`src/rtl/branch_resolve_unit.sv`:
```
// Branch resolve unit: turns EXE-stage adder flags (rs1 - rs2) into a RISC-V
// branch/jump decision and redirect target, and drives a multi-cycle front-end
// flush under a predict-not-taken policy. All outputs are registered.
module branch_resolve_unit #(
    parameter int unsigned FLUSH_CYCLES = 2,
    parameter int unsigned XLEN         = 32
) (
    input  logic            clk,
    input  logic            rst,
    input  logic            in_valid,
    input  logic            is_branch,
    input  logic            is_jal,
    input  logic            is_jalr,
    input  logic [2:0]      funct3,
    input  logic [XLEN-1:0] pc,
    input  logic [XLEN-1:0] imm,
    input  logic [XLEN-1:0] rs1_val,
    input  logic            N,
    input  logic            Z,
    input  logic            C,
    input  logic            V,
    output logic            out_valid,
    output logic            taken,
    output logic            redirect,
    output logic [XLEN-1:0] redirect_pc,
    output logic [XLEN-1:0] link_val,
    output logic            flush,
    output logic            misalign,
    output logic            illegal
);

    typedef enum logic {IDLE, FLUSH} state_t;

    localparam logic [3:0] CNT_INIT = 4'(FLUSH_CYCLES - 1);

    state_t          state, state_next;
    logic [3:0]      cnt, cnt_next;

    logic            sel_jalr_p0, sel_jal_p0, sel_br_p0;
    logic            illegal_p0, take_p0, mis_p0, accept_p0;
    logic [XLEN-1:0] pc_sum_p0, jalr_sum_p0, target_p0, link_p0;

    // Branch condition from the subtract flags; C is carry-out of a+~b+1,
    // so C=1 means rs1 >= rs2 unsigned. Reserved encodings never take.
    function automatic logic branch_cond(input logic [2:0] f,
                                         input logic n, input logic z,
                                         input logic c, input logic v);
        case (f)
            3'b000:  return z;
            3'b001:  return ~z;
            3'b100:  return n ^ v;
            3'b101:  return ~(n ^ v);
            3'b110:  return ~c;
            3'b111:  return c;
            default: return 1'b0;
        endcase
    endfunction

    // Decode: type priority jalr > jal > branch, target and link computation
    always_comb begin
        sel_jalr_p0 = is_jalr;
        sel_jal_p0  = ~is_jalr & is_jal;
        sel_br_p0   = ~is_jalr & ~is_jal & is_branch;
        illegal_p0  = sel_br_p0 & (funct3[2:1] == 2'b01);
        pc_sum_p0   = pc + imm;
        jalr_sum_p0 = rs1_val + imm;
        target_p0   = sel_jalr_p0 ? {jalr_sum_p0[XLEN-1:1], 1'b0} : pc_sum_p0;
        link_p0     = pc + XLEN'(4);
        take_p0     = sel_jalr_p0 | sel_jal_p0 |
                      (sel_br_p0 & branch_cond(funct3, N, Z, C, V));
        mis_p0      = take_p0 & target_p0[1];
        accept_p0   = in_valid & (state == IDLE);
    end

    // Next-state logic: aligned taken enters FLUSH, counter runs down to IDLE
    always_comb begin
        state_next = state;
        cnt_next   = cnt;
        case (state)
            IDLE: begin
                if (accept_p0 && take_p0 && !mis_p0) begin
                    state_next = FLUSH;
                    cnt_next   = CNT_INIT;
                end
            end
            FLUSH: begin
                if (cnt == 4'd0) begin
                    state_next = IDLE;
                end else begin
                    cnt_next = cnt - 4'd1;
                end
            end
            default: begin
                state_next = IDLE;
                cnt_next   = 4'd0;
            end
        endcase
    end

    // State and flush counter register
    always_ff @(posedge clk) begin
        if (rst) begin
            state <= IDLE;
            cnt   <= 4'd0;
        end else begin
            state <= state_next;
            cnt   <= cnt_next;
        end
    end

    // Registered decision outputs; redirect_pc only moves on a taken decision
    always_ff @(posedge clk) begin
        if (rst) begin
            out_valid   <= 1'b0;
            taken       <= 1'b0;
            redirect    <= 1'b0;
            misalign    <= 1'b0;
            illegal     <= 1'b0;
            flush       <= 1'b0;
            redirect_pc <= '0;
            link_val    <= '0;
        end else begin
            out_valid <= accept_p0;
            taken     <= accept_p0 & take_p0;
            redirect  <= accept_p0 & take_p0 & ~mis_p0;
            misalign  <= accept_p0 & mis_p0;
            illegal   <= accept_p0 & illegal_p0;
            flush     <= (state_next == FLUSH);
            if (accept_p0) begin
                link_val <= link_p0;
            end
            if (accept_p0 && take_p0) begin
                redirect_pc <= target_p0;
            end
        end
    end

endmodule
```
`config.mk`:
```
export PLATFORM = sky130hd
export DESIGN_NAME = branch_resolve_unit
export DESIGN_NICKNAME = d
export VERILOG_FILES = /design/src/rtl/branch_resolve_unit.sv
export SDC_FILE = /design/constraint.sdc
export NUM_CORES = 1
export LEC_CHECK = 0
export ABC_AREA = 1
export CORE_MARGIN = 2
export CORE_UTILIZATION = 50
export DETAILED_ROUTE_END_ITERATION = 7
export DONT_BUFFER_PORTS = 1
export GPL_TIMING_DRIVEN = 0
export PLACE_DENSITY = 0.65
export SLEW_MARGIN = 20
export SYNTH_ARGS = -nofsm -noshare
export SYNTH_HDL_FRONTEND = slang
export SYNTH_SLANG_ARGS = --single-unit
```
`constraint.sdc`:
```
create_clock -name clk -period 1.9 [get_ports clk]
set_input_delay 0.19 -clock clk [delete_from_list [all_inputs] [get_ports clk]]
set_output_delay 0.19 -clock clk [all_outputs]
set_load 0.02 [all_outputs]
```
### Yosys cells after proc, flatten, opt, wreduce, memory -nomap -nowiden

Index checks and enable logic that the tools add are counted.

* register bits: 74
* input port bits: 109
* output and inout port bits: 70
* logic and storage cells: 56

* add/subtract/negate cells: 4
* equality and inequality tests: 8
* mux-type cells: 8
* bitwise logic cells: 21
* reduce and logical (&&, ||, !) cells: 6

Operators with widths (number)
* adder 32 bit: 2
* adder 32 x 3 -> 32 bit, second input constant: 1
* two-way mux 32 bit: 1
* equality test 3 bit, second input constant: 4
* bitwise AND 1 bit: 11
* two-way mux 4 bit: 2
* case mux 4 bit (2 select lines): 1
* inverter 1 bit: 7
* case mux 1 bit (6 select lines): 1
* zero test 4 bit: 1
* subtractor 4 x 1 -> 4 bit, second input constant: 1
* equality test 3 x 1 -> 1 bit, second input constant: 1
* zero test 3 bit: 1
* equality test 2 x 1 -> 1 bit, second input constant: 1
* logical AND 1 bit: 2
* two-way mux 1 bit: 2
* != test 2 x 1 -> 1 bit, second input constant: 1
* != test 2 bit, second input constant: 1
* bitwise OR 1 bit: 2
* case mux 1 bit (2 select lines): 1
* AND reduction 2 bit: 1
* zero test 1 bit: 1
* bitwise XOR 1 bit: 1

### Logic depth before layout (Yosys ltp)

Gate-level depths: netlist of the first run.

* depth in word-level cells: 10
* gate-level depth with buffers: 16
* gate-level depth less buffers: 16

### Least setup slack after synthesis of the first run

Ideal clock, no wire load.

* path kind: input-to-reg
* start point: input port pc[0]
* end point: register redirect_pc[28]
* library setup time: 109 ps
* arrival time: 1634 ps
* data required time: 1791 ps
* slack: 157 ps
* stages: 12
* buffers on the path: 0
* path through: ha_1 -> fa_1 -> nand3_1 -> nand3_1 -> nand3_1 -> nand3b_1 -> nand2_1 -> nand3_1 -> nand3_1 -> nand3_1 -> nand2_1 -> inv_1

* longest elaborated chain between the ends: 2

RTL lines
* start: declaration: line 15 `input logic [XLEN-1:0] pc,`
* adder 32 bit: line 65 `pc_sum_p0 = pc + imm;`
* two-way mux 32 bit: line 67 `target_p0 = sel_jalr_p0 ? {jalr_sum_p0[XLEN-1:1], 1'b0} : pc_sum_p0;`
* end signal: assignment: line 133 `redirect_pc <= target_p0;`
* end: declaration: line 25 `output logic [XLEN-1:0] redirect_pc,`

No other way between the ends.
A chain may end at the register's enable or synchronous reset.

### Final worst setup path of the first run

* start point: input port pc[0]
* end point: register redirect_pc[20]

The elaborated chain is that of the path after synthesis.

==> results.sh, run 1 <==
export IMPL_cts_root_buf="clkbuf_16"
export IMPL_drc=0
export IMPL_slew_violations=0
export IMPL_synth_cells=1585
export IMPL_n_antenna_cell=0
export IMPL_route_detailed_wl_per_inst_um=15.74
export IMPL_syn_num_nets=1759
export IMPL_vias_per_cell=5.146
export IMPL_cts_buffers_inserted=9
export IMPL_wl_met3_um=2686
export IMPL_ys_types=43
export IMPL_layout_nets=1773
export IMPL_antenna_found_initial=0
export IMPL_grt_max_degree=13
export IMPL_synth_edff_count=0
export IMPL_hold_viol_final=0
export IMPL_wl_met2_um=12510
export IMPL_avgSynthCellArea_um2=5.387
export IMPL_ys_ff_latch=74
export IMPL_dpl_worst_slack_ns=-0.3453
export IMPL_vias=9382
export IMPL_gp_congestion=0.9540
export IMPL_wl_met1_um=12440
export IMPL_synth_area_mm2=0.008538
export IMPL_fillerInstances=1776
export IMPL_core_area_mm2=0.01664
export IMPL_cp_required_ns=2.15
export IMPL_dieArea_mm2=0.01814
export IMPL_dr_max_layer_used="met4"
export IMPL_setup_slack_ns=0.09536
export IMPL_min_path_type="in -> reg"
export IMPL_cts_tree="done"
export IMPL_drt_antenna_violating_nets=0
export IMPL_dp_hpwl_um=24350
export IMPL_async_reset_ff_share_pct=0
export IMPL_cp_arrival_ns=2.06
export IMPL_clock_latency_ns=0.35
export IMPL_die_h_um=134.7
export IMPL_r2r_setup_slack_ns=0.15
export IMPL_power_share_clock_pct=29.9
export IMPL_p_leak_nw=5.329
export IMPL_die_w_um=134.7
export IMPL_initial_core_util_pct=51.30
export IMPL_rows=47
export IMPL_ir_drop_mv=0.4857
export IMPL_grt_pass1_vias=8593
export IMPL_setup_viol=0
export IMPL_power_frac_seq_pct=34.5
export IMPL_drt_iter0_markers=577
export IMPL_post_route_min_period_ns=1.805
export IMPL_max_slew_margin_pct=54.84
export IMPL_grt_pass1_wl_um=44440
export IMPL_worstSetupStartpointType="input pin"
export IMPL_grt_overflow=0
export IMPL_drt_total_wl_um=28690
export IMPL_rsz0062_at_grt="no"
export IMPL_final_cell_mix="nand2_1, inv_1, nor2_1"
export IMPL_p_int_mw=3.406
export IMPL_port_buffers=0
export IMPL_path_class="in -> reg"
export IMPL_cts_buffer_depth=2
export IMPL_max_cap_violations=0
export IMPL_power_density_mw_per_mm2=626.5
export IMPL_num_io_pins=179
export IMPL_finalSetupTns_ns=0
export IMPL_post_cts_buffers=0
export IMPL_clock_sinks=74
export IMPL_first_pass_iters=7
export IMPL_end_kind="flip-flop"
export IMPL_syn_to_final_growth_pct=7.034
export IMPL_finalCritPeriodShare_pct=94.98
export IMPL_final_util_pct=54.91
export IMPL_layout_drive_gt1_share_pct=3.057
export IMPL_max_freq_mhz=554.1
export IMPL_path_clk_slew_ns=0.06
export IMPL_grt_usage_pct=31.70
export IMPL_synth_warnings=0
export IMPL_placed_area_mm2=0.008813
export IMPL_status="complete, no violations"
export IMPL_yosys_area_top_type="nand2_1"
export IMPL_synthTopCellsByArea="nand2_1, dfxtp_1, inv_1, ha_1, nor2_1"
export IMPL_crit_path_max_fanout=5
export IMPL_worst_pin_slew_ns=0.6774
export IMPL_p_comb_share_pct=35.7
export IMPL_synth_seq_area_share_pct=17.35
export IMPL_synth_ff_type="dfxtp_1"
export IMPL_skew_ns=0.004915
export IMPL_design_area_mm2=0.009139
export IMPL_layout_commonest_cell="nand2_1"
export IMPL_synth_top_cell_area_share_pct=24.93
export IMPL_htree_levels=3
export IMPL_p_sw_share_pct=40.52
export IMPL_power_switching_mw=2.320
metrics by stage:
step	total power, mW	hold slack (ns)	instances
floorplan	3.516	0.2774	1585
detailed placement	4.011	0.2831	1805
finish	5.725	0.005850	1823
CTS	5.718	0.002935	1823
global placement	3.990	0.2782	1805
global route	6.118	0.03488	1823
per-layer routing:
metal	track usage, %	up-vias
met1	40.40	4070
met4	12.51	0
met2	50.87	313
met5	0	-
met3	8.596	62
li1	-	4937
synth_stat cells, types with 5 or more instances:
library cell and n:
o21ai_1 8, buf_2 5, nand3b_1 18, clkbuf_1 11, nor3_1 18, xor2_1 20, a21oi_1 67, nor2_1 192
o211ai_1 9, nand2_1 567, inv_1 287, o21ai_0 44, nand4_1 13, nor4_1 9, dfxtp_1 74, inv_2 7
ha_1 63, nand3_1 119, xnor2_1 10
flip-flops by register name, summed over array words and instances (netlist names):
signal	cells
redirect_pc	32
cnt	4
out_valid	1
link_val	32
misalign	1
taken	1
flush	1
illegal	1
redirect	1
power by group through the flow:
stage          combinational, mW  clock (mW)  sequential, mW
3_3_place_gp                1.98           0            2.01
4_1_cts                     2.02        1.72            1.98
2_1_floorplan               1.54           0            1.97
6_report                    2.04        1.71            1.97
5_1_grt                     2.34        1.79            1.99
3_5_place_dp                2.00           0            2.01
worst max-delay path, stage by stage:
cell and delay, ns:
ha_1 0.23, fa_1 0.48, nand3_1 0.12, nand3_2 0.15
nand3_1 0.11, nand3b_1 0.16, nand2_1 0.13, nand3b_1 0.08
nand3_1 0.13, nand3_1 0.15, nand2_1 0.09, inv_1 0.04
final timing paths:
| check | cells after the start | startpoint | to |
|---|---|---|---|
| setup / recovery | 12 | pc[0] | redirect_pc[20] |
| hold / removal | 2 | pc[1] | link_val[1] |
| setup reg to reg | 9 | flush | redirect_pc[14] |
| hold reg to reg | 2 | cnt[1] | cnt[1] |
what timing repair did:
item / CTS / global route
hold buffers: 3 / 0
hold endpoints to repair: 3 / 0
gates resized for setup: 1 / 4
gates cloned: 0 / 0
setup endpoints to repair: 21 / 20
logic make-up after synthesis:
| family | synth area share, % |
|---|---|
| xor+xnor | 3.077 |
| fa+ha+maj | 9.701 |
| simple gates | 46.40 |
| compound gates | 8.705 |
| buf+inv | 14.65 |
| flops | 17.35 |
| mux | 0.1172 |
area by class of cell:
cell class	count	area, um2	area share (%)
inverters	297	1117	12.23
clock buffers	10	229.0	2.505
plain buffers	24	135.1	1.479
repair buffers	3	30.03	0.3286
multi-input cells	1190	5813	63.61
flip-flops and latches	74	1483	16.22
clock inverters	5	56.30	0.6161
well taps	220	275.3	3.012
Note: power is estimated with default switching activity, not from simulation.
==> run 2: changes to the inputs <==
Settings changed: DONT_BUFFER_PORTS 1 to unset, PLACE_DENSITY 0.65 to 0.78.
==> run 2 against run 1 <==
Net effect:
- combinational power increased by 58%
- via count increased by 15%
- die area unchanged
- global-route usage increased by 1.9 points
- cell area increased by 32%
- sequential cell count unchanged
- total power increased by 21%
- setup slack got worse by 0.077 ns
- non-clock buffer count increased by 188
- sequential share of layout area decreased by 4.0 points
- critical path depth increased by 2
- largest power group unchanged
==> results.sh, run 2 (synthesis gave the netlist of run 1 again) <==
export IMPL_ir_drop_mv=0.4668
export IMPL_first_pass_iters=7
export IMPL_htree_levels=3
export IMPL_cp_required_ns=2.20
export IMPL_min_path_type="in -> reg"
export IMPL_finalSetupTns_ns=0
export IMPL_cts_tree="done"
export IMPL_gp_congestion=0.9492
export IMPL_cp_num_cells=14
export IMPL_drc=0
export IMPL_reg2regPathDepth=9
export IMPL_setup_viol=0
export IMPL_crit_path_max_fanout=5
export IMPL_finalCritPeriodShare_pct=99.03
export IMPL_cp_startpoint="imm[8]"
export IMPL_dp_hpwl_um=24640
export IMPL_worst_path_buf_inv=3
export IMPL_worst_pin_slew_ns=0.6916
export IMPL_multi_input_area_mm2=0.006864
export IMPL_num_io_pins=179
export IMPL_design_area_mm2=0.01209
export IMPL_cts_buffers_inserted=9
export IMPL_drt_total_wl_um=31960
export IMPL_layout_commonest_cell="nand2_1"
export IMPL_drt_antenna_violating_nets=0
export IMPL_critPathTopFamily="simple AND/OR/NAND/NOR gates"
export IMPL_placed_area_mm2=0.01059
export IMPL_end_kind="flip-flop"
export IMPL_path_class="in -> reg"
export IMPL_grt_pass1_vias=9547
export IMPL_p_leak_nw=6.385
export IMPL_n_antenna_cell=0
export IMPL_die_w_um=134.7
export IMPL_crit_end="redirect_pc[26]"
export IMPL_fillerInstances=1433
export IMPL_grt_usage_pct=33.59
export IMPL_clock_latency_ns=0.36
export IMPL_dieArea_mm2=0.01814
export IMPL_regArea_mm2=0.001481
export IMPL_worstSetupStartpointType="input pin"
export IMPL_max_cap_violations=0
export IMPL_grt_pass1_wl_um=47750
export IMPL_post_route_min_period_ns=1.882
export IMPL_hold_depth=5
export IMPL_vias_per_cell=5.366
export IMPL_hold_buffers=0
export IMPL_cts_buffer_depth=2
export IMPL_layout_nets=1961
export IMPL_grt_max_degree=15
export IMPL_final_util_pct=72.64
export IMPL_die_h_um=134.7
export IMPL_vias=10800
export IMPL_setup_slack_ns=0.01841
export IMPL_r2r_setup_slack_ns=0.12
export IMPL_hold_start="pc[25]"
export IMPL_cts_root_buf="clkbuf_16"
export IMPL_reg_top3="link_val: 32 flops, redirect_pc: 32 flops, cnt: 4 flops"
export IMPL_status="complete, no violations"
export IMPL_power_density_mw_per_mm2=573.5
export IMPL_cpMostUsedCell="nand2_1"
export IMPL_r2r_end="redirect_pc[13]"
export IMPL_slew_violations=0
export IMPL_drt_iter0_markers=900
export IMPL_max_slew_margin_pct=53.89
export IMPL_rsz0062_at_grt="yes"
export IMPL_syn_to_final_growth_pct=41.59
export IMPL_cpMaxStageDelayCell="dlygate4sd2_1"
export IMPL_dpl_worst_slack_ns=-0.8333
export IMPL_antenna_found_initial=0
export IMPL_port_buffers=177
export IMPL_slowest_delay_ns=0.38
export IMPL_core_area_mm2=0.01664
export IMPL_initial_core_util_pct=51.30
export IMPL_reg2reg_from="flush"
export IMPL_max_freq_mhz=531.5
export IMPL_path_clk_slew_ns=0.06
export IMPL_layout_drive_gt1_share_pct=11.83
export IMPL_clock_sinks=74
export IMPL_cp_cell_sequence="dlygate4sd2_1, ha_4, nand2_2, inv_1, nand2_1, nand2_1, nand3b_1, nand2_2, nand3_2, nand2_1, nand3_2, nand3_2, nand2_1, inv_1"
export IMPL_grt_overflow=0
export IMPL_timing_hold_ws_ns=0.3273
export IMPL_hold_viol_final=0
export IMPL_rows=47
export IMPL_route_detailed_wl_per_inst_um=15.88
export IMPL_final_cell_mix="nand2_1, inv_1, nor2_1"
export IMPL_cp_arrival_ns=2.18
export IMPL_skew_ns=0.01216
## run 2: worst min path at each step
stage / slack, ns / endpoint
floorplan: 0.28 / out_valid
global placement: 0.45 / redirect_pc[7]
detailed placement: 0.46 / redirect_pc[1]
CTS: 0.34 / link_val[2]
global route: 0.35 / link_val[1]
finish: 0.33 / link_val[25]
## run 2: where the power goes
part           leakage (nW)  internal [mW]  switching (mW)
sequential            0.613           1.70          0.0814
combinational          5.62           1.31            1.92
clock                 0.153           1.16           0.764
total                  6.39           4.17            2.77
## run 2: what timing repair did
item,CTS,global route
buffers inserted,4,10
gates resized for setup,135,107
endpoints found under the setup margin,36,34
pin swaps,5,26
hold endpoints to repair,0,0
## run 2: routing by layer
metal / vias up / global-route usage (%) / share of wire [%]
li1: 5321 / - / -
met4: 0 / 12.75 / 3.8
met1: 4889 / 43.69 / 42
met2: 490 / 57.08 / 47
met5: - / 0 / 0
met3: 96 / 3.829 / 8.1
## run 2: area by class of cell
| type | count | area share [%] |
|---|---|---|
| Multi-Input combinational cell | 1190 | 56.78 |
| Sequential cell | 74 | 12.25 |
| Tap cell | 220 | 2.277 |
| Clock inverter | 7 | 0.8383 |
| Buffer | 24 | 1.180 |
| Inverter | 297 | 9.242 |
| Timing Repair Buffer | 191 | 15.57 |
| Clock buffer | 9 | 1.863 |
## run 2: through the flow
stage,total power [mW],cells
floorplan,3.516,1585
global placement,4.530,1982
detailed placement,4.566,1982
CTS,6.688,2002
global route,7.294,2012
finish,6.933,2012
## run 2: worst register-to-register path, cell delays in order (launching register included)
cell,delay [ns]
dfxtp_1,0.35
inv_2,0.09
nand2_1,0.25
inv_2,0.23
nand2_2,0.15
inv_4,0.18
buf_6,0.18
nand3_2,0.13
nand2_1,0.09
inv_1,0.03
==> run 3: changes to the inputs <==
Settings changed: CORE_ASPECT_RATIO set to 0.8, SLEW_MARGIN 20 to unset.
==> run 3 against run 2 <==
Net effect:
- combinational power hardly changed
- utilization hardly changed
- global-route usage is 0.29 points higher
- critical path depth is 1 lower
- sequential cell count stayed put
- cell area is 0.23% lower
- routed wire length is 1.2% higher
- count of clock-buffer cells in the layout is 1 higher
- clock skew is 0.0028 ns lower
==> results.sh, run 3 (synthesis gave the netlist of run 1 again) <==
export IMPL_cp_cell_sequence="clkdlybuf4s50_1, ha_4, nand2_2, inv_1, a21oi_2, o21bai_1, nand2_1, nand3_1, nand2_1, nand3_2, nand3_2, nand2_1, inv_1"
export IMPL_initial_core_util_pct=51.42
export IMPL_timing_hold_ws_ns=0.2608
export IMPL_rsz0062_at_grt="yes"
export IMPL_max_slew_margin_pct=43.29
export IMPL_cts_buffers_inserted=9
export IMPL_first_pass_iters=7
export IMPL_slew_violations=0
export IMPL_final_cell_mix="nand2_1, inv_1, nor2_1"
export IMPL_n_antenna_cell=0
export IMPL_ir_drop_mv=0.3838
export IMPL_max_freq_mhz=529.8
export IMPL_num_io_pins=179
export IMPL_dieArea_mm2=0.01814
export IMPL_power_switching_mw=2.766
export IMPL_port_buffers=177
export IMPL_layout_commonest_cell="nand2_1"
export IMPL_layout_nets=1961
export IMPL_vias=10790
export IMPL_cpMostUsedCell="nand2_1"
export IMPL_cts_buffer_depth=2
export IMPL_path_clk_slew_ns=0.06
export IMPL_p_int_mw=4.027
export IMPL_grt_pass1_vias=9584
export IMPL_drc=0
export IMPL_status="complete, no violations"
export IMPL_core_area_mm2=0.01661
export IMPL_post_route_min_period_ns=1.888
export IMPL_hold_depth=3
export IMPL_worst_path_buf_inv=3
export IMPL_die_h_um=120.9
export IMPL_syn_to_final_growth_pct=41.27
export IMPL_wl_met1_um=14180
export IMPL_slowest_delay_ns=0.53
export IMPL_crit_path_max_fanout=5
export IMPL_clock_sinks=74
export IMPL_max_cap_violations=0
export IMPL_grt_pass1_wl_um=48060
export IMPL_critPathTopFamily="simple AND/OR/NAND/NOR gates"
export IMPL_cpMaxStageDelayCell="clkdlybuf4s50_1"
export IMPL_reg_top3="link_val: 32 flops, redirect_pc: 32 flops, cnt: 4 flops"
export IMPL_wl_met2_um=14080
export IMPL_antenna_found_initial=0
export IMPL_cp_required_ns=2.19
export IMPL_wl_met3_um=3171
export IMPL_power_frac_seq_pct=26.3
export IMPL_path_class="in -> reg"
export IMPL_power_share_clock_pct=25.9
export IMPL_p_sw_share_pct=40.72
export IMPL_drt_total_wl_um=32340
export IMPL_worstSetupStartpointType="input pin"
export IMPL_finalCritPeriodShare_pct=99.34
export IMPL_route_detailed_wl_per_inst_um=16.08
export IMPL_p_leak_nw=6.370
export IMPL_end_kind="flip-flop"
export IMPL_die_w_um=150.1
export IMPL_cts_root_buf="clkbuf_16"
export IMPL_gp_congestion=0.9596
export IMPL_drt_antenna_violating_nets=0
export IMPL_setup_viol=0
export IMPL_clock_latency_ns=0.35
export IMPL_r2r_end="redirect_pc[27]"
export IMPL_hold_start="pc[1]"
export IMPL_power_density_mw_per_mm2=563.2
export IMPL_r2r_setup_slack_ns=0.21
export IMPL_rows=42
export IMPL_layout_drive_gt1_share_pct=12.61
export IMPL_reg2reg_from="flush"
export IMPL_reg2regPathDepth=10
export IMPL_dp_hpwl_um=24980
export IMPL_worst_pin_slew_ns=0.8506
export IMPL_drt_iter0_markers=928
export IMPL_cp_arrival_ns=2.18
export IMPL_p_comb_share_pct=47.9
export IMPL_grt_max_degree=14
export IMPL_min_path_type="in -> reg"
export IMPL_htree_levels=3
export IMPL_hold_buffers=0
export IMPL_dr_max_layer_used="met4"
export IMPL_grt_usage_pct=33.88
export IMPL_finalSetupTns_ns=0
export IMPL_skew_ns=0.009363
export IMPL_vias_per_cell=5.363
export IMPL_grt_overflow=0
export IMPL_whs_endpoint="link_val[1]"
export IMPL_hold_viol_final=0
export IMPL_cts_tree="done"
==> run 3: changes by cell type in the layout (fill, tap and decap cells not counted), sizes merged <==
cell / before / now
bufinv: 2 / 1
clkbuf: 21 / 34
clkdlybuf4s15: 1 / 2
clkdlybuf4s50: 110 / 105
clkinvlp: 2 / 3
dlygate4sd2: 45 / 37
inv: 297 / 296
==> run 3: worst max path at each step <==
| stage | endpoint | slack, ns | cells past startpoint | start |
|---|---|---|---|---|
| floorplan | redirect_pc[28] | 0.16 | 12 | pc[0] |
| global placement | redirect_pc[30] | -0.75 | 14 | imm[11] |
| detailed placement | redirect_pc[30] | -0.80 | 14 | imm[1] |
| CTS | redirect_pc[29] | -0.03 | 13 | imm[23] |
| global route | redirect_pc[30] | -0.06 | 14 | rs1_val[13] |
| finish | redirect_pc[24] | 0.01 | 13 | rs1_val[10] |
==> run 3: tightest hold or removal path, stage by stage <==
cell	delay, ns
dlymetal6s2s_1	0.18
o21ai_0	0.12
nor2_1	0.08
==> run 3: power groups by stage <==
stage | clock (mW) | sequential [mW] | combinational (mW)
floorplan | 0 | 1.97 | 1.54
global placement | 0 | 1.81 | 2.72
detailed placement | 0 | 1.81 | 2.76
CTS | 1.76 | 1.78 | 2.97
global route | 1.83 | 1.80 | 3.54
finish | 1.76 | 1.79 | 3.25
==> run 3: layer usage <==
| metal | up-vias | global-route usage [%] |
|---|---|---|
| met4 | 0 | 11.20 |
| met1 | 4866 | 48.30 |
| met5 | - | 0 |
| met2 | 537 | 53.45 |
| met3 | 69 | 3.459 |
| li1 | 5319 | - |
==> run 3: per-stage QoR <==
| stage | power [mW] | setup WS [ns] | util [%] | area [um2] | instances |
|---|---|---|---|---|---|
| 2_1_floorplan | 3.516 | 0.1566 | - | 8538 | 1585 |
| 4_1_cts | 6.507 | -0.02547 | 69.43 | 11530 | 2002 |
| 3_5_place_dp | 4.578 | -0.7992 | 63.74 | 10590 | 1982 |
| 5_1_grt | 7.165 | -0.06450 | 72.63 | 12060 | 2012 |
| 6_report | 6.793 | 0.01249 | 72.63 | 12060 | 2012 |
| 3_3_place_gp | 4.537 | -0.7452 | 63.74 | 10590 | 1982 |
==> run 3: what timing repair did <==
item | in CTS | in global routing
endpoints found under the hold margin | 0 | 0
gates resized for setup | 129 | 152
setup buffers | 4 | 10
pin swaps | 6 | 33
setup endpoints to repair | 34 | 29
==> run 3: area by class of cell <==
class	instances	area (um2)
multi-input combinational	1190	6932
fill	1429	4544
timing repair buffer	191	1819
sequential	74	1481
inverter	297	1120
tap	220	275.3
clock buffer	10	229.0
buffer	24	138.9
clock inverter	6	66.31
==> patch 1: new RTL, config.mk and constraints of run 2 <==
The output `flush` loses its register stage (`flush` becomes a continuous assignment). Comments in the files are not updated.
--- a/src/rtl/branch_resolve_unit.sv
+++ b/src/rtl/branch_resolve_unit.sv
@@ -116,7 +116,6 @@
             redirect    <= 1'b0;
             misalign    <= 1'b0;
             illegal     <= 1'b0;
-            flush       <= 1'b0;
             redirect_pc <= '0;
             link_val    <= '0;
         end else begin
@@ -125,7 +124,6 @@
             redirect  <= accept_p0 & take_p0 & ~mis_p0;
             misalign  <= accept_p0 & mis_p0;
             illegal   <= accept_p0 & illegal_p0;
-            flush     <= (state_next == FLUSH);
             if (accept_p0) begin
                 link_val <= link_p0;
             end
@@ -135,4 +133,6 @@
         end
     end
 
+    assign flush = (state_next == FLUSH);
+
 endmodule
Function: changed (a bounded check fails within 4 cycles, from zero or initial values and one cycle with rst high).
==> patch 1 against run 2 <==
- the run now ends with setup timing left
- final area is 0.14% higher
- routed wire length is 0.55% lower
- sequential cell count stayed put
- core utilization is 0.36 points higher
- power is 1.6% higher
- register-to-register slack better by 0.08 ns
- critical path depth is 2 lower
- first-iteration DRC count is 9.7% higher
- area after synthesis is 0.37% lower
- die area is 0.36% lower
- final cell count is 0.50% higher
- worst setup slack worse by 0.026 ns
- critical path type unchanged
- critical endpoint is now redirect_pc[30]
- largest cell class unchanged
==> patch 1: results (changes against run 2) <==
[timing]
worstMarginPinSlew_ns = 0.739  ; +0.0477 ns
setup_violations = 1  ; +1
setup_ws_ns = -0.00711  ; -0.0255 ns
holdWs_ns = 0.211  ; -0.116 ns

[run_status]
status = finished with violations
violations = setup timing

[synth]
synth.area.mux_share_pct = 0.118  ; +0.00043 points
synth.area.top_cells = nand2_1 25%, dfxtp_1 17%, inv_1 13%
synth_compound_area_share_pct = 9.22  ; +0.52 points
synth-adder-area-share_pct = 9.74  ; +0.036 points
synth-xor-area-share_pct = 2.68  ; -0.40 points
yosysUniqueCellTypes = 41  ; -4.7%
synth_common_cells = 565 x nand2_1, 292 x inv_1, 191 x nor2_1, 118 x nand3_1, 74 x dfxtp_1
netlist_instances = 1589  ; +0.25%
syn_nets = 1763  ; +0.23%

[detailed_routing]
met3_length_um = 3110  ; +19%
met1_length_um = 12700  ; -3.9%
detail_route.iter0.violations = 987  ; +9.7%
wl_um = 31800  ; -0.55%
firstDrtPassIters = 6  ; -1
vias_per_cell = 5.39  ; +0.39%

[worst_setup_path]
slowest_stage = clkdlybuf4s50_1
crit_start = rs1_val[21]
regToRegEndpoint = link_val[10]
endpoint = redirect_pc[30]
slowest_delay_ns = 0.53  ; +0.15 ns
arrival_ns = 2.15  ; -0.03 ns
reg2reg_setup_slack_ns = 0.20  ; +0.08 ns

[placed_design]
globalplace.congestion = 0.979  ; +3.1%
place_area_um2 = 10500  ; -0.39%
port-buffer-count = 176  ; -0.56%

[cts]
cts_setup_buffers = 5  ; +1
cts_resized = 143  ; +5.9%
clock_latency_ns = 0.34  ; -0.02 ns

[global_route]
grt_max_degree = 14  ; -1
grt.total_usage_pct = 33.2  ; -0.43 points
grt_pass1_vias = 9627  ; +0.84%
grt_first_pass_wirelength_um = 47300  ; -1.0%
grt_use_met1_pct = 43.2  ; -0.48 points

[pwr]
ir_worst_vdd_mv = 0.434  ; -7.1%
switching_share_pct = 39.2  ; -0.67 points
comb_power_share_pct = 47.1  ; +0.5 points

[min_path]
min_path_cells = 3  ; -2
hold_end = illegal
min_from = funct3[1]

[final_layout]
final_cells = 2022  ; +0.50%
nets = 1971  ; +0.51%

## patch 1: cell count changes after synthesis, moves of 2 or more
cell,delta
inv_2,-2
xor2_1,-2
o21ai_1,-4
nand2_1,-2
xnor2_1,-2
inv_1,+5
nor3_2,+2
buf_6,-4
o21ai_0,+7
a21oi_1,+2
buf_4,+2
nor3_4,-2
o211ai_1,+2
## patch 1: cell type report
| cell class | instances | area, um^2 |
|---|---|---|
| clock buffers | 11 | 253 |
| repair buffers | 197 | 1900 |
| clock inverters | 5 | 85.1 |
| plain buffers | 25 | 130 |
| well taps | 220 | 275 |
| flip-flops and latches | 74 | 1480 |
| inverters | 301 | 1140 |
| multi-input cells | 1189 | 6840 |
| fillers | 1436 | 4480 |
## patch 1: per-stage QoR
stage,power [uW],worst slack (ns),util (%)
finish,7040,-0.00711,73.0
detailed placement,4620,-0.900,63.6
global placement,4570,-0.879,63.6
CTS,6770,-0.0748,69.9
global route,7410,-0.0718,73.0
floorplan,3550,0.155,-
==> patch 2: new RTL, config.mk and constraints of run 2 <==
Without the edit above. The parameter `XLEN` goes from 32 to 28.
--- a/src/rtl/branch_resolve_unit.sv
+++ b/src/rtl/branch_resolve_unit.sv
@@ -3,7 +3,7 @@
 // flush under a predict-not-taken policy. All outputs are registered.
 module branch_resolve_unit #(
     parameter int unsigned FLUSH_CYCLES = 2,
-    parameter int unsigned XLEN         = 32
+    parameter int unsigned XLEN         = 28
 ) (
     input  logic            clk,
     input  logic            rst,
Interface: changed (5 resized); port bits go from 179 to 159. The function was not compared with the original's and may differ.
==> patch 2 against run 2 <==
- first-iteration DRC count shrank 5.1%
- worst setup slack gained 0.013 ns
- sequential cell count shrank 8
- final area shrank 14%
- count of clock-buffer cells in the layout is the same
- area after synthesis shrank 14%
- power shrank 12%
- die area shrank 13%
- routed wire length shrank 15%
- critical path type unchanged
==> patch 2: results (changes against run 2) <==
[final_layout]
reg.largest.list = link_val x28, redirect_pc x28, cnt x4
clock_area_share_pct = 2.91  ; +0.21 points
fin_area_um2 = 10400  ; -14%
seqCellArea_um2 = 1320  ; -11%
fillerInstances = 1230  ; -14%
final_cells = 1695  ; -16%

[min_path]
hold_end = link_val[1]
min_from = pc[1]
min_path_cells = 3  ; -2

[global_route]
grt.total_usage_pct = 32.9  ; -0.68 points
grt_use_met1_pct = 41.0  ; -2.7 points
grt_pass1_vias = 8646  ; -9.4%
grt_util_met3_pct = 4.02  ; +0.19 points
grt_use_met2_pct = 57.6  ; +0.53 points
grt_first_pass_wirelength_um = 41900  ; -12%

[worst_setup_path]
reg2reg_setup_slack_ns = 0.26  ; +0.14 ns
crit_start = pc[7]
reg2regPathDepth = 7  ; -2
regToRegEndpoint = link_val[18]

[detailed_routing]
detail_route.iter0.violations = 854  ; -5.1%
wl_met2_um = 12800  ; -14%
met3_length_um = 2300  ; -11%

[placed_design]
place_area_um2 = 9160  ; -14%
port-buffer-count = 157  ; -11%
hpwlAfterDp_um = 20500  ; -17%
post-place-ws_ns = -0.726  ; +0.107 ns

[pwr]
comb_power_share_pct = 45.2  ; -1.4 points
switchingPower_uw = 2410  ; -13%

[run_status]
status = finished, final reports clean

[synth]
synth_area_per_cell_um2 = 5.52  ; +2.6%
synth.area.top_cells = nand2_1 24%, dfxtp_1 18%, inv_1 12%
yosysUniqueCellTypes = 45  ; +4.7%

[cts]
clock_latency_ns = 0.34  ; -0.02 ns

[timing]
period_share_pct = 98.3  ; -0.71 points
holdWs_ns = 0.192  ; -0.136 ns

-- patch 2: changes by cell type after synthesis, sizes merged, moves of 4 or more --
cell           run 2  this run
nand2            570       465
o21ai             52        56
nor4               9         2
ha                63        55
xor2              20        16
nor3              21        15
nand4             13        21
nand3            120       111
o211ai            10         4
nor2             195       155
dfxtp             74        66
inv              295       233
-- patch 2: logic make-up (layout without fill, tap and decap cells) --
| kind of cell | Yosys count | in the layout | synth area share, % |
|---|---|---|---|
| XOR/XNOR | 25 | 25 | 2.98 |
| flip-flops | 66 | 66 | 18.0 |
| adder cells (fa/ha/maj) | 57 | 57 | 9.90 |
| AO/OA/AOI/OAI | 140 | 140 | 10.3 |
| buffers and inverters | 254 | 434 | 13.5 |
| AND/OR/NAND/NOR | 789 | 789 | 45.3 |
-- patch 2: repair_timing --
item,in CTS,in global routing
gates cloned,0,0
setup endpoints to repair,29,24
resized for setup,112,105
buffers inserted,4,3
pin swaps,3,13
